### src/rtl/alu_arbiter_if.sv
// Request/response bundle between NUM_REQ requesters and the shared-ALU arbiter.
// Each requester's operands and opcode are packed side by side in the wide vectors.
interface alu_arbiter_if #(
   parameter int NUM_REQ = 4,
   parameter int DATA_W  = 32
);
   logic [NUM_REQ-1:0]        req_valid;
   logic [NUM_REQ-1:0]        req_ready;
   logic [NUM_REQ*DATA_W-1:0] req_in1;
   logic [NUM_REQ*DATA_W-1:0] req_in2;
   logic [NUM_REQ*4-1:0]      req_op;
   logic [NUM_REQ-1:0]        rsp_valid;
   logic [NUM_REQ-1:0]        rsp_ready;
   logic [DATA_W-1:0]         rsp_result;
   logic                      rsp_zero;

   modport master (
      output req_valid, req_in1, req_in2, req_op, rsp_ready,
      input  req_ready, rsp_valid, rsp_result, rsp_zero
   );

   modport slave (
      input  req_valid, req_in1, req_in2, req_op, rsp_ready,
      output req_ready, rsp_valid, rsp_result, rsp_zero
   );
endinterface

### src/rtl/alu_arbiter.sv
// Round-robin arbiter that shares one single-cycle ALU between NUM_REQ requesters,
// one transaction in flight; MUL is given MUL_CYCLES settle cycles.
module alu_arbiter #(
   parameter int NUM_REQ    = 4,
   parameter int DATA_W     = 32,
   parameter int MUL_CYCLES = 2
) (
   input  logic              clk,
   input  logic              rst_n,
   alu_arbiter_if.slave      bus,
   output logic              busy,
   output logic [DATA_W-1:0] alu_in1,
   output logic [DATA_W-1:0] alu_in2,
   output logic [3:0]        alu_control,
   input  logic [DATA_W-1:0] alu_result,
   input  logic              alu_zero_flag
);

   localparam int         GW     = (NUM_REQ > 1) ? $clog2(NUM_REQ) : 1;
   localparam int         CW     = $clog2(MUL_CYCLES + 1);
   localparam logic [3:0] OP_MUL = 4'b0110;

   typedef enum logic [1:0] {IDLE, EXEC, RESP} state_t;

   state_t            state;
   logic [GW-1:0]     grant;
   logic [GW-1:0]     last_grant;
   logic [CW-1:0]     cnt;
   logic [GW-1:0]     winner;
   logic [GW-1:0]     idx;
   logic              found;
   logic [DATA_W-1:0] win_in1;
   logic [DATA_W-1:0] win_in2;
   logic [3:0]        win_op;

   // Search starts just after the last served requester, so it goes to the back of the line.
   always_comb begin
      // NOTE: every variable gets a default before the loop so no path leaves it unassigned (no latch).
      winner = '0;
      found  = 1'b0;
      idx    = '0;
      for (int k = 1; k <= NUM_REQ; k++) begin
         idx = GW'((int'(last_grant) + k) % NUM_REQ);
         if (!found && bus.req_valid[idx]) begin
            found  = 1'b1;
            winner = idx;
         end
      end
   end

   always_comb begin
      win_in1 = '0;
      win_in2 = '0;
      win_op  = '0;
      for (int i = 0; i < NUM_REQ; i++) begin
         if (winner == GW'(i)) begin
            win_in1 = bus.req_in1[i*DATA_W +: DATA_W];
            win_in2 = bus.req_in2[i*DATA_W +: DATA_W];
            win_op  = bus.req_op[i*4 +: 4];
         end
      end
   end

   always_comb begin
      bus.req_ready = '0;
      if (state == IDLE && found) bus.req_ready[winner] = 1'b1;
   end

   // NOTE: sequential state uses non-blocking assignments so every register samples pre-edge values.
   always_ff @(posedge clk or negedge rst_n) begin
      if (!rst_n) begin
         state          <= IDLE;
         alu_in1        <= '0;
         alu_in2        <= '0;
         alu_control    <= '0;
         bus.rsp_result <= '0;
         bus.rsp_zero   <= 1'b0;
         bus.rsp_valid  <= '0;
         busy           <= 1'b0;
         grant          <= '0;
         cnt            <= '0;
         last_grant     <= GW'(NUM_REQ - 1);
      end else begin
         case (state)
            IDLE: begin
               if (found) begin
                  alu_in1     <= win_in1;
                  alu_in2     <= win_in2;
                  alu_control <= win_op;
                  grant       <= winner;
                  cnt         <= (win_op == OP_MUL) ? CW'(MUL_CYCLES) : CW'(1);
                  busy        <= 1'b1;
                  state       <= EXEC;
               end
            end
            EXEC: begin
               cnt <= cnt - CW'(1);
               if (cnt == CW'(1)) begin
                  bus.rsp_result       <= alu_result;
                  bus.rsp_zero         <= alu_zero_flag;
                  bus.rsp_valid[grant] <= 1'b1;
                  state                <= RESP;
               end
            end
            RESP: begin
               // Only the granted requester's ready matters; the others are ignored.
               if (bus.rsp_ready[grant]) begin
                  bus.rsp_valid <= '0;
                  last_grant    <= grant;
                  busy          <= 1'b0;
                  state         <= IDLE;
               end
            end
            default: state <= IDLE;
         endcase
      end
   end

endmodule

### src/flat_wrapper.sv
// flat-port wrapper written by rule: the top's interface ports become plain ports
module alu_arbiter_flat 
#(
   parameter int NUM_REQ    = 4,
   parameter int DATA_W     = 32,
   parameter int MUL_CYCLES = 2
)
  (clk, rst_n, busy, alu_in1, alu_in2, alu_control, alu_result, alu_zero_flag, bus_req_valid, bus_req_in1, bus_req_in2, bus_req_op, bus_rsp_ready, bus_req_ready, bus_rsp_valid, bus_rsp_result, bus_rsp_zero);
  alu_arbiter_if #(.NUM_REQ(NUM_REQ), .DATA_W(DATA_W)) bus_i ();
  input  logic clk;
  input  logic rst_n;
  output logic busy;
  output logic [DATA_W-1:0] alu_in1;
  output logic [DATA_W-1:0] alu_in2;
  output logic [3:0] alu_control;
  input  logic [DATA_W-1:0] alu_result;
  input  logic alu_zero_flag;
  input wire logic [$bits(bus_i.req_valid)-1:0] bus_req_valid;
  input wire logic [$bits(bus_i.req_in1)-1:0] bus_req_in1;
  input wire logic [$bits(bus_i.req_in2)-1:0] bus_req_in2;
  input wire logic [$bits(bus_i.req_op)-1:0] bus_req_op;
  input wire logic [$bits(bus_i.rsp_ready)-1:0] bus_rsp_ready;
  output wire logic [$bits(bus_i.req_ready)-1:0] bus_req_ready;
  output wire logic [$bits(bus_i.rsp_valid)-1:0] bus_rsp_valid;
  output wire logic [$bits(bus_i.rsp_result)-1:0] bus_rsp_result;
  output wire logic [$bits(bus_i.rsp_zero)-1:0] bus_rsp_zero;
  assign bus_i.req_valid = bus_req_valid;
  assign bus_i.req_in1 = bus_req_in1;
  assign bus_i.req_in2 = bus_req_in2;
  assign bus_i.req_op = bus_req_op;
  assign bus_i.rsp_ready = bus_rsp_ready;
  assign bus_req_ready = bus_i.req_ready;
  assign bus_rsp_valid = bus_i.rsp_valid;
  assign bus_rsp_result = bus_i.rsp_result;
  assign bus_rsp_zero = bus_i.rsp_zero;
  alu_arbiter #(.NUM_REQ(NUM_REQ), .DATA_W(DATA_W), .MUL_CYCLES(MUL_CYCLES)) u_core (.clk(clk), .rst_n(rst_n), .bus(bus_i), .busy(busy), .alu_in1(alu_in1), .alu_in2(alu_in2), .alu_control(alu_control), .alu_result(alu_result), .alu_zero_flag(alu_zero_flag));
endmodule
### config.mk
export PLATFORM = sky130hd
export DESIGN_NAME = alu_arbiter_flat
export DESIGN_NICKNAME = d
export VERILOG_FILES = /design/src/rtl/alu_arbiter_if.sv /design/src/rtl/alu_arbiter.sv /design/src/flat_wrapper.sv
export SDC_FILE = /design/constraint.sdc
export NUM_CORES = 1
export LEC_CHECK = 0
export CAP_MARGIN = 20
export CELL_PAD_IN_SITES_DETAIL_PLACEMENT = 1
export CELL_PAD_IN_SITES_GLOBAL_PLACEMENT = 1
export CORE_AREA = 2 2 164 166
export DETAILED_ROUTE_END_ITERATION = 16
export DIE_AREA = 0 0 166 168
export DONT_BUFFER_PORTS = 1
export HOLD_SLACK_MARGIN = 0.15
export MAX_ROUTING_LAYER = met4
export PLACE_DENSITY = 0.48
export RECOVER_POWER = 100
export REMOVE_ABC_BUFFERS = 1
export SLEW_MARGIN = 30
export SYNTH_ARGS = -nofsm -noshare
export SYNTH_HDL_FRONTEND = slang
export SYNTH_SLANG_ARGS = --single-unit
### constraint.sdc
create_clock -name clk -period 1.95 [get_ports clk]
set_clock_uncertainty 0.15 [all_clocks]
set_input_delay 0.39 -clock clk [delete_from_list [all_inputs] [get_ports clk]]
set_output_delay 0.39 -clock clk [all_outputs]
set_load 0.05 [all_outputs]
* Yosys cells after proc, flatten, opt, wreduce, memory -nomap -nowiden
Cells that the tools add are included.
Word-level totals: register bits 114, input port bits 315, output and inout port bits 110, word-level logic and storage cells 104
Operators by class: add/sub/neg operators 5, $lt $le $gt $ge 8, equality and inequality tests 10, multiplexer cells 48, bitwise operators 1, reduce and logical (&&, ||, !) cells 21
Operator list (count):
- $mux W32 | 8
- $mux W4 | 7
- $lt A2 B3 Y1 const B | 6
- $mux W2 | 9
- $mux W1 | 13
- $bmux W1 S2 | 5
- $reduce_and A3 Y1 | 3
- $pmux W4 S2 | 1
- $reduce_and A2 Y1 | 4
- $eq A2 B1 Y1 const B | 3
- $eq A2 B2 Y1 const B | 3
- $logic_and A1 B1 Y1 | 6
- $ne A2 B1 Y1 const B | 3
- $pmux W2 S3 | 1
- $reduce_bool A2 Y1 | 3
- $add A2 B1 Y2 const B | 2
- $add A2 B2 Y2 const B | 2
- $demux W1 S2 | 2
- $eq A4 B3 Y1 const B | 1
- $ge A2 B1 Y1 const B | 2
- $logic_not A2 Y1 | 2
- $or A4 B4 Y4 | 1
- $pmux W2 S2 | 1
- $logic_not A1 Y1 | 3
- 2 further kinds | 2

* Depth between registers and ports, before layout
depth after elaboration 22, gate-level depth with buffers 7, gate-level depth less buffers 6

* Worst setup path before layout
No wires, ideal clock.
path kind register to output, from register u_core.last_grant[0], to output port bus_req_ready[0], arrival 2.378 ns, data required time 1.410 ns, setup slack -0.968 ns, stages on the path, launching flop included 7, path buffers 2, cells stage by stage dfstp_2 > and2b_4 > o21ai_1 > o211ai_1 > buf_4 > buf_2 > nor3_1
Between the ends: word-level cells in the longest chain between the ends 18, elaborated cells on any way between the ends 33, those cells by class add/sub: 4; order compare: 2; mux: 19; reduce/logical: 8
Ends and longest elaborated chain:
- start, declared | line alu_arbiter.sv:27 | logic [GW-1:0] last_grant;
- start signal, assigned | line alu_arbiter.sv:82 | last_grant <= GW'(NUM_REQ - 1);
- start signal, assigned | line alu_arbiter.sv:109 | last_grant <= grant;
- $add A2 B1 Y2 | line alu_arbiter.sv:43 | idx = GW'((int'(last_grant) + k) % NUM_REQ);
- $bmux W1 S2 | line alu_arbiter.sv:44 | if (!found && bus.req_valid[idx]) begin
- $mux W1 (implied by the code) | line alu_arbiter.sv:44
- $mux W1 | line alu_arbiter.sv:44
- $logic_not A1 Y1 | line alu_arbiter.sv:44
- $logic_and A1 B1 Y1 | line alu_arbiter.sv:44
- $mux W1 | line alu_arbiter.sv:44
- $logic_not A1 Y1 | line alu_arbiter.sv:44
- [... 2 more ...]
- $logic_not A1 Y1 | line alu_arbiter.sv:44
- $logic_and A1 B1 Y1 | line alu_arbiter.sv:44
- $mux W2 | line alu_arbiter.sv:44
- $lt A2 B3 Y1 (implied by the code) or $ge A2 B1 Y1 (tied branches) | line alu_arbiter.sv:66 | if (state == IDLE && found) bus.req_ready[winner] = 1'b1;
- $logic_and A1 B1 Y1 (implied by the code) | line alu_arbiter.sv:66
- $mux W1 (implied by the code) | line alu_arbiter.sv:66
- $demux W1 S2
- $mux W4 (*) | line alu_arbiter.sv:66
- end, declared | line flat_wrapper.sv:23 | output wire logic [$bits(bus_i.req_ready)-1:0] bus_req_ready;
Mark *: on every way between the ends. The rest lies on a longest branch, timed or not. The select of a mux whose other input is x is not followed.

* Worst setup path after layout
Ends and elaborated chain as after synthesis.

==> results.tsv <==
stage	metric	value	unit
cells_and_area	final_util	35.36	%
pwr	leakagePower	4.281	nW
hold_path	worstHoldPathType	in -> async	
setup_path	max_stage_delay	550	ps
setup_path	crit_family	flip-flops	
setup_path	rr_worst_depth	10	
status	violations	negative hold slack, negative setup slack	
cts	numCtsBuffers	17	
cts	root_buffer	clkbuf_16	
job	maxCapViolations	0	
placed_design	placed_area	7134	µm²
floorplanning	start_util	25.67	%
floorplanning	rows	60	
setup_path	reg2reg_slack	-440	ps
detailed_routing	dr.pass1.iters	4	
cts	cts_sinks	114	
placed_design	post-dp-hpwl	16060	µm
global_route	grt_pass1_vias	5768	
detailed_routing	antenna_left	0	
detailed_routing	avgViaCountPerCell	4.962	
cells_and_area	diodes	0	
setup_path	critical_path_depth	7	
setup_path	critical_path.most_common_cell	buf_6	
setup_path	critical-path-slowest-cell	dfstp_2	
setup_path	cp.buffers_inverters	3	
cells_and_area	synthToLayoutAreaGrowth	37.75	%
setup_path	endpoint	bus_req_ready[0]	
sta	fmax	388.6	MHz
sta	finalCriticalPeriod	2574	ps
setup_path	worst_setup_path_end_kind	primary output	
sta	worst_slew_pin_slew	610.5	ps
cts	clk_pin_slew_worst_paths	60	ps
floorplanning	fp.dieW	166	µm
sta	fin_crit_sh	132.0	%
cts	clock_latency	420	ps
synthesis	ys_ff_latch	114	
setup_path	r2r_start	u_core.last_grant[0]	
sta	max_slew_margin	59.30	%
pwr	powerDensity	2211	nW/µm²
sta	setup_slack	-623.5	ps
cells_and_area	nNetsFinal	991	
setup_path	start_kind	flip-flop	
synthesis	syn_avg_cell_area	11.39	µm²
floorplanning	core_area	26350	µm²
placed_design	gp_congestion	0.8121	
detailed_routing	drt_wl_total	24020	µm
synthesis	synthCells	594	
detailed_routing	route.detailed.drc	0	
setup_path	path_cells	and2b_4 > buf_6 > o21ai_2 > o211ai_1 > buf_4 > nor3_4 > buf_6	
setup_path	crit_fanout	4	
setup_path	path_class	reg -> out	
sta	hold-worst-slack	-486.4	ps
global_route	track_usage	17.32	%
cts	cts_hold_buf	37	
detailed_routing	drt_iter0_markers	216	
floorplanning	die_h	168	µm
floorplanning	fp.dieArea	27890	µm²
setup_path	reg2reg_to	u_core.cnt[1]	
placed_design	post-place-ws	-492.7	ps
global_route	grt_pass1_wl	35520	µm
status	status	finished, violations left	
placed_design	numPortBuffers	0	
synthesis	synth_warnings	0	
synthesis	synth_seq_area_share	42.21	%
synthesis	syn_area	6764	µm²
cts	clockBufferDepth	2	
cells_and_area	drive_gt1_share	39.10	%
pwr	power.total	20.60	mW
global_route	grt_overflow	0	
setup_path	worstPathArrival	2030	ps
sta	finalSetupViolCount	75	
detailed_routing	wl_per_cell	23.34	µm
global_route	grt_max_degree	115	
cells_and_area	layout_commonest_cell	mux2i_1	
cts	cts_tree	done	
synthesis	yosysUniqueCellTypes	36	
global_route	grt_antenna_before_repair	0	
cells_and_area	final_cell_mix	mux2i_1 (136), dfrtp_1 (112), nand2_1 (76)	
pwr	ir_drop	0.8968	mV
sta	finalHoldViolations	114	
setup_path	critPathLaunch	u_core.last_grant[0]	
cts	h-tree-depth	4	
floorplanning	ios	425	
detailed_routing	vias	5106	
sta	grt_setup_unrepaired	true	
cells_and_area	postLayoutCellArea	9318	µm²
sta	maxSlewViolCount	0	
setup_path	critical_path_required	1410	ps
## cell usage after synthesis
cell | n | share of area [%]
nor2_1 | 9 | 0.50
a41oi_1 | 1 | 0.13
nand3b_1 | 1 | 0.11
clkbuf_1 | 18 | 1.0
buf_1 | 1 | 0.055
mux2_2 | 81 | 13
buf_8 | 2 | 0.44
o21ai_0 | 4 | 0.30
ha_1 | 1 | 0.18
nor2b_1 | 3 | 0.28
or3b_1 | 1 | 0.13
buf_6 | 1 | 0.17
mux2_1 | 23 | 3.8
o21ai_1 | 71 | 5.3
o21a_1 | 1 | 0.11
nor3b_1 | 1 | 0.11
dfstp_2 | 2 | 0.78
nand2b_1 | 2 | 0.18
mux4_2 | 1 | 0.33
and2b_4 | 1 | 0.15
nor3_1 | 8 | 0.59
o221a_4 | 1 | 0.30
dfrtp_1 | 112 | 41
buf_2 | 6 | 0.44
a221o_1 | 1 | 0.15
mux2i_1 | 139 | 21
a21oi_1 | 2 | 0.15
a211o_1 | 1 | 0.13
nand2_1 | 76 | 4.2
o221ai_1 | 1 | 0.13
and3_1 | 2 | 0.18
buf_12 | 12 | 3.6
inv_1 | 4 | 0.22
nand3_1 | 1 | 0.074
buf_4 | 2 | 0.22
o211ai_1 | 1 | 0.11
## registers in the layout (all words and copies together), names as in the netlist
name / flops
u_core.bus.rsp_valid: 4
u_core.alu_in2: 32
u_core.bus.rsp_zero: 1
u_core.alu_in1: 32
u_core.busy: 1
u_core.state: 2
u_core.cnt: 2
u_core.grant: 2
u_core.bus.rsp_result: 32
u_core.alu_control: 4
u_core.last_grant: 2
## power by group
part | switching, mW | total [mW] | internal [mW]
Sequential | 4.98 | 8.51 | 3.53
Clock | 1.32 | 3.64 | 2.32
Combinational | 3.75 | 8.45 | 4.70
## final cells by class
cell class                 count  area [µm²]
multi-input combinational    434        3896
fill                        2816       17030
clock inverter                15       242.7
sequential                   114        2855
timing repair buffer         104        1456
clock buffer                  17       425.4
tap                          341       426.7
inverter                       4       15.01
## per-stage QoR
stage / instances / TNS, ps
detailed placement: 924 / -22140
global route: 1029 / -34270
global placement: 924 / -17190
floorplan: 552 / -237970
finish: 1029 / -26630
CTS: 1020 / -26930
## worst min-delay path by stage
| stage | start | end | slack (ps) |
|---|---|---|---|
| after floorplan | rst_n | u_core.alu_control[0] | -60 |
| after global placement | rst_n | u_core.alu_in1[11] | -50 |
| after detailed placement | rst_n | u_core.alu_in1[7] | -50 |
| after CTS | rst_n | u_core.bus.rsp_result[14] | -500 |
| after global routing | rst_n | u_core.alu_in1[7] | -520 |
| final | rst_n | u_core.alu_in1[7] | -490 |
## logic make-up after synthesis
| family | after synthesis | synth area share (%) |
|---|---|---|
| adder cells (fa/ha/maj) | 1 | 0.1850 |
| AO/OA/AOI/OAI | 84 | 6.752 |
| AND/OR/NAND/NOR | 105 | 6.530 |
| flip-flops | 114 | 42.21 |
| buffers and inverters | 46 | 6.104 |
| multiplexers | 244 | 38.22 |
## repair_timing
item / in CTS / in global routing
buffers inserted: 14 / 12
gates resized for setup: 104 / 61
pin swaps: 16 / 14
hold endpoints to repair: 148 / 114
cloned: 14 / 1
endpoints found under the setup margin: 74 / 75
## metal layers
layer  part of all wire, %  track usage, %
met5                     0               -
met4                   2.8           6.238
met3                   9.1           6.512
met2                    52           30.47
met1                    36           17.68
No activity file was read; power rests on OpenSTA's default activity.
